## src/rtl/esn7e_st_snk_pkg.sv

```systemverilog
// Shared field positions, rail constants and the word-unpack helper for the ESN estimate sink.
// The sample record is what the registered output stage carries for each word.
package esn7e_st_snk_pkg;

    localparam int U_MSB = 31;
    localparam int U_LSB = 16;
    localparam int Y_MSB = 15;
    localparam int Y_LSB = 0;

    // ASCII-safe form: four bytes {1'b0, 7 payload bits}; byte n starts at bit ASC_Bn.
    localparam int ASC_B3   = 24;
    localparam int ASC_B2   = 16;
    localparam int ASC_B1   = 8;
    localparam int ASC_B0   = 0;
    localparam int ASC_FLAG = 7;

    localparam int YHAT_EXT = 6;
    localparam int YHAT_PAD = 10;

    localparam logic [15:0] Y_RAIL_POS = 16'h7FFF;
    localparam logic [15:0] Y_RAIL_NEG = 16'h8000;
    localparam logic [15:0] DROP_MAX   = 16'hFFFF;

    typedef struct packed {
        logic [15:0] u;
        logic [31:0] yhat;
        logic        sat;
        logic        fmt_err;
    } sample_t;

    function automatic sample_t unpack_word(input logic [31:0] w, input logic ascii);
        sample_t     s;
        logic [15:0] y16;
        if (ascii) begin
            s.u       = {w[ASC_B3 +: 7], w[ASC_B2 +: 7], 2'b00};
            y16       = {w[ASC_B1 +: 7], w[ASC_B0 +: 7], 2'b00};
            s.fmt_err = w[ASC_B3 + ASC_FLAG] | w[ASC_B2 + ASC_FLAG]
                      | w[ASC_B1 + ASC_FLAG] | w[ASC_B0 + ASC_FLAG];
        end else begin
            s.u       = w[U_MSB:U_LSB];
            y16       = w[Y_MSB:Y_LSB];
            s.fmt_err = 1'b0;
        end
        // Q4.11 -> Q10.21: six sign bits on top, ten zero fraction bits below.
        s.yhat = {{YHAT_EXT{y16[15]}}, y16, {YHAT_PAD{1'b0}}};
        s.sat  = (y16 == Y_RAIL_POS) || (y16 == Y_RAIL_NEG);
        return s;
    endfunction

endpackage

```

## src/rtl/esn7e_st_snk_fifo.sv

```systemverilog
// Word FIFO for the estimate sink. A word leaves the FIFO only when the consumer takes it,
// and rd_data/empty describe the head as it will be after this cycle's pop.
module esn7e_st_fifo #(
    parameter int WIDTH      = 32,
    parameter int DEPTH_LOG2 = 3
) (
    input  logic             clk,
    input  logic             rst_n,
    input  logic             wr_en,
    input  logic [WIDTH-1:0] wr_data,
    input  logic             rd_en,
    output logic             full,
    output logic             empty,
    output logic [WIDTH-1:0] rd_data
);
    localparam int DEPTH = 1 << DEPTH_LOG2;

    typedef logic [DEPTH_LOG2:0] ptr_t;

    logic [WIDTH-1:0] mem_q [DEPTH];
    ptr_t             wr_ptr_q;
    ptr_t             wr_ptr_d;
    ptr_t             rd_ptr_q;
    ptr_t             rd_ptr_d;
    ptr_t             wr_vis_q;

    assign wr_ptr_d = wr_ptr_q + ptr_t'(wr_en);
    assign rd_ptr_d = rd_ptr_q + ptr_t'(rd_en);

    // wr_vis_q trails the write pointer by a cycle, so a new word reaches the reader one cycle late.
    always_ff @(posedge clk or negedge rst_n) begin
        if (!rst_n) begin
            wr_ptr_q <= '0;
            rd_ptr_q <= '0;
            wr_vis_q <= '0;
        end else begin
            wr_ptr_q <= wr_ptr_d;
            rd_ptr_q <= rd_ptr_d;
            wr_vis_q <= wr_ptr_q;
        end
    end

    always_ff @(posedge clk) begin
        if (wr_en) begin
            mem_q[wr_ptr_q[DEPTH_LOG2-1:0]] <= wr_data;
        end
    end

    // full is the post-update state so the registered ready in the top closes on the right edge.
    assign full    = (wr_ptr_d[DEPTH_LOG2] != rd_ptr_d[DEPTH_LOG2])
                  && (wr_ptr_d[DEPTH_LOG2-1:0] == rd_ptr_d[DEPTH_LOG2-1:0]);
    assign empty   = (wr_vis_q == rd_ptr_d);
    assign rd_data = mem_q[rd_ptr_d[DEPTH_LOG2-1:0]];

endmodule

```

## src/rtl/esn7e_st_snk.sv

```systemverilog
// Avalon-ST sink for the ESN estimate stream: buffers packed words, unpacks and re-expands
// the estimate to Q10.21, flags rail values and counts words dropped while the FIFO is full.
module esn7e_st_snk
    import esn7e_st_snk_pkg::*;
#(
    parameter int DEPTH_LOG2 = 3,
    parameter int ASCII_MODE = 0
) (
    input  logic        clk,
    input  logic        reset_n,
    input  logic        data_valid,
    input  logic [31:0] data_in,
    output logic        data_ready,
    output logic        out_valid,
    input  logic        out_ready,
    output logic [15:0] u_out,
    output logic [31:0] yhat_out,
    output logic        yhat_sat,
    output logic        fmt_err,
    output logic [15:0] drop_cnt
);
    logic        data_ready_q;
    logic        out_valid_q;
    logic        out_valid_d;
    sample_t     sample_q;
    sample_t     sample_d;
    sample_t     head;
    logic [15:0] drop_cnt_q;
    logic [15:0] drop_cnt_d;
    logic        pop;
    logic        accept;
    logic        drop;
    logic        load_en;
    logic        fifo_full;
    logic        fifo_empty;
    logic [31:0] fifo_rd_data;

    // A pop in the same cycle frees the slot, so a full FIFO still takes the word.
    assign pop     = out_valid_q & out_ready;
    assign accept  = data_valid & (data_ready_q | pop);
    assign drop    = data_valid & ~accept;
    assign load_en = ~out_valid_q | out_ready;

    esn7e_st_fifo #(
        .WIDTH      (32),
        .DEPTH_LOG2 (DEPTH_LOG2)
    ) u_fifo (
        .clk     (clk),
        .rst_n   (reset_n),
        .wr_en   (accept),
        .wr_data (data_in),
        .rd_en   (pop),
        .full    (fifo_full),
        .empty   (fifo_empty),
        .rd_data (fifo_rd_data)
    );

    assign head = unpack_word(fifo_rd_data, ASCII_MODE != 0);

    always_comb begin
        out_valid_d = out_valid_q;
        sample_d    = sample_q;
        drop_cnt_d  = drop_cnt_q;
        if (load_en) begin
            out_valid_d = ~fifo_empty;
            if (!fifo_empty) begin
                sample_d = head;
            end
        end
        if (drop && (drop_cnt_q != DROP_MAX)) begin
            drop_cnt_d = drop_cnt_q + 16'd1;
        end
    end

    always_ff @(posedge clk or negedge reset_n) begin
        if (!reset_n) begin
            data_ready_q <= 1'b0;
            out_valid_q  <= 1'b0;
            sample_q     <= '0;
            drop_cnt_q   <= '0;
        end else begin
            data_ready_q <= ~fifo_full;
            out_valid_q  <= out_valid_d;
            sample_q     <= sample_d;
            drop_cnt_q   <= drop_cnt_d;
        end
    end

    assign data_ready = data_ready_q;
    assign out_valid  = out_valid_q;
    assign u_out      = sample_q.u;
    assign yhat_out   = sample_q.yhat;
    assign yhat_sat   = sample_q.sat;
    assign fmt_err    = sample_q.fmt_err;
    assign drop_cnt   = drop_cnt_q;

endmodule

```

## config.mk

```make
export PLATFORM = sky130hd
export DESIGN_NAME = esn7e_st_snk
export DESIGN_NICKNAME = d
export VERILOG_FILES = /design/src/rtl/esn7e_st_snk_pkg.sv /design/src/rtl/esn7e_st_snk_fifo.sv /design/src/rtl/esn7e_st_snk.sv
export SDC_FILE = /design/constraint.sdc
export NUM_CORES = 1
export LEC_CHECK = 0
export BUFFER_PORTS_ARGS = -buffer_cell sky130_fd_sc_hd__buf_2
export CAP_MARGIN = 20
export CORE_UTILIZATION = 54
export DETAILED_ROUTE_END_ITERATION = 10
export GPL_TIMING_DRIVEN = 0
export PLACE_DENSITY_LB_ADDON = 0.05
export SLEW_MARGIN = 20
export SYNTH_ARGS = -nofsm -noshare
export SYNTH_HDL_FRONTEND = slang
export SYNTH_SLANG_ARGS = --single-unit
```

## constraint.sdc

```tcl
create_clock -name clk -period 3.6 [get_ports clk]
set_input_delay 0 -clock clk [delete_from_list [all_inputs] [get_ports clk]]
set_output_delay 0 -clock clk [all_outputs]
set_load 0.01 [all_outputs]
```

==> metrics.yaml <==
place_hpwl_mm: 18.0
power.density_mw_per_mm2: 870
synth_area_mm2: 0.0125
grt_pass1_wl_mm: 42.6
ys.flop_type: "edfxtp_1"
period_share_pct: 92.2
crit_type: "register to register"
slew_violations: 0
fin_nets: 963
clk_pin_slew_ns: 0.06
ant_nets: 0
mostFrequentLayoutCells: "edfxtp_1 (256), buf_2 (99), dfrtp_1 (63)"
crit_slowest_cell: "nor2_1"
root_buffer: "clkbuf_16"
crit_buf_inv: 3
initial_core_util_pct: 55.1
use_met2_pct: 41.5
rsz0062_at_grt: "no"
clk_latency_ns: 0.50
final_common_cell: "edfxtp_1"
cp_max_fo: 10
setup-tns-final_ns: 0
hold_viol_final: 0
first_pass_iters: 5
grt_antenna_before_repair: 0
path_cells: "and3_1 -> ha_1 -> xnor2_2 -> inv_2 -> buf_6 -> buf_6 -> nor2_1 -> a221o_1 -> nand4_1 -> or4_1 -> a31oi_1"
critPathMaxStageDelay_ns: 0.60
drive_gt1_share_pct: 27.2
cts-resized-gates: 0
clock-sinks: 319
diodes: 0
clockBufferDepth: 3
gr-usage-met1_pct: 32.7
grt_use_total_pct: 24.3
maxSlewHeadroom_pct: 36.6
tritoncts: "done"
routedWlPerCell_um: 22.6
fin_worst_skew_ns: 0.0137
worstMarginPinSlew_ns: 0.951
setup_viol: 0
die_area_mm2: 0.0237
portBuffers: 92
gr-max-usage-layer: "met2"
ys_ff_latch: 319
core_area_mm2: 0.0226
synthToLayoutAreaGrowth_pct: 21.6
core.rowCount: 55
die_w_um: 154
maxCapViolations: 0
cpMostUsedCell: "buf_6"
overflow: 0
fin_util_pct: 67.1
synth_edf_count: 256
ios: 104
async_reset_ff_share_pct: 19.7
ir_worst_vdd_mv: 0.510
grt_start_max_net_pins: 39
grtUsageMet3_pct: 3.80
p_leak_nw: 5.65
cp.required_ns: 4.02
h-tree-depth: 2
syn_area_per_cell_um2: 17.1
synth_cells: 729
total_power_mw: 13.2
grt_pass1_vias: 7525
crit_path_end_kind: "register"
path_delay_family: "simple AND/OR/NAND/NOR gates"
finalCriticalPeriod_ns: 3.32
start_kind: "register"
ys_types: 45
fp.dieH_um: 154
hold_path.class: "primary input to asynchronous set/reset pin"
vias: 7084
wl_mm: 27.8
fmax_mhz: 301
cts-buffers-inserted: 34
place.gp.congestion: 0.807
vias_per_cell: 5.75
cp.arrival_ns: 3.74
drt_iter0_markers: 481
drcViolationCount: 0
yosys_warnings: 0
synth_seq_area_share_pct: 74.2
status: "finished, final reports clean"
routing by layer:
| metal | routed length [µm] | vias up | part of all wire [%] |
|---|---|---|---|
| met3 | 1480 | 38 | 5.3 |
| met4 | 448 | 0 | 1.6 |
| li1 | - | 3219 | - |
| met2 | 14100 | 221 | 51 |
| met1 | 11700 | 3606 | 42 |
| met5 | 0 | - | 0 |
worst min-delay path, stage by stage:
cell and delay (ns):
dlygate4sd3_1 0.53, buf_4 0.14, buf_12 0.19
report_power, final:
group | internal, mW | total, mW | switching (mW)
logic | 2.06 | 4.89 | 2.83
registers | 4.74 | 5.03 | 0.297
clock network | 1.98 | 3.30 | 1.32
worst paths after layout:
| check | start | to | slack, ns | cells past startpoint |
|---|---|---|---|---|
| min in group clk | data_in[12] | u_fifo.mem_q[6][12] | 0.30 | 2 |
| setup reg to reg | out_valid | yhat_sat | 0.28 | 11 |
| hold / removal | reset_n | drop_cnt[15] | 0.01 | 3 |
| hold reg to reg | u_fifo.wr_ptr_q[3] | u_fifo.wr_vis_q[3] | 0.39 | 0 |
| max in group asynchronous | reset_n | u_out[5] | 3.34 | 3 |
| setup / recovery | out_valid | yhat_sat | 0.28 | 11 |
flip-flops by register name (all words and copies together), names as in the netlist, 4 cells and up:
name / flops
u_fifo.rd_ptr_q: 4
u_out: 16
drop_cnt: 16
u_fifo.mem_q: 256
yhat_out: 16
u_fifo.wr_ptr_q: 4
u_fifo.wr_vis_q: 4
timing repair:
item / 4_1_cts / 5_1_grt
setup buffers: 0 / 0
endpoints found under the hold margin: 321 / 0
endpoints found under the setup margin: 0 / 0
hold buffers: 36 / 0
metrics by stage:
| step | cells | cell area (µm²) | setup slack, ns | hold WS, ns |
|---|---|---|---|---|
| 3_5_place_dp | 1136 | 13800 | 0.332 | -0.0423 |
| 3_3_place_gp | 1116 | 13300 | -2.41 | 0.252 |
| 2_1_floorplan | 739 | 12500 | 0.0249 | -0.296 |
| 5_1_grt | 1231 | 15200 | 0.0639 | 0.0264 |
| 4_1_cts | 1231 | 15200 | 0.271 | 0.00355 |
| 6_report | 1231 | 15200 | 0.279 | 0.0134 |
cell usage after synthesis, types with 3 or more instances:
cell type    n  area (µm²)
edfxtp_1   256        7690
dfrtp_1     63        1580
nand2_1     59         221
and3_1      38         238
a211oi_1    32         240
mux4_2      32         721
nor2_1      28         105
buf_4       20         150
a31oi_1     18         113
mux2i_1     17         170
o21ai_0     15        75.1
xnor2_1     15         131
mux2_2      14         158
clkbuf_1    11        41.3
nand3_1      9        45.0
nand4_1      9        56.3
or4_1        9        67.6
xor2_1       9        78.8
buf_2        8        40.0
o22ai_1      8        50.1
a221o_1      7        70.1
buf_1        7        26.3
nand2b_1     6        37.5
buf_6        4        45.0
ha_1         4        50.1
nor3_1       4        20.0
nor4_1       4        25.0
mux2_1       3        33.8
nor2b_1      3        18.8
layout make-up:
| class | count | area [µm²] |
|---|---|---|
| multi-input combinational | 366 | 2970 |
| fill | 1601 | 7450 |
| clock inverter | 9 | 72.6 |
| buffer | 52 | 338 |
| clock buffer | 50 | 992 |
| tap | 285 | 357 |
| inverter | 2 | 7.51 |
| timing repair buffer | 148 | 1190 |
| sequential | 319 | 9260 |
cell families after synthesis:
group	after synthesis	synth area share, %
fa+ha+maj	4	0.401
other cells	1	0.0300
flops	319	74.2
xor+xnor	26	1.99
mux	66	8.67
buf+inv	54	2.77
compound gates	84	4.76
simple gates	175	7.19
Power figures use the tool's default switching activity.
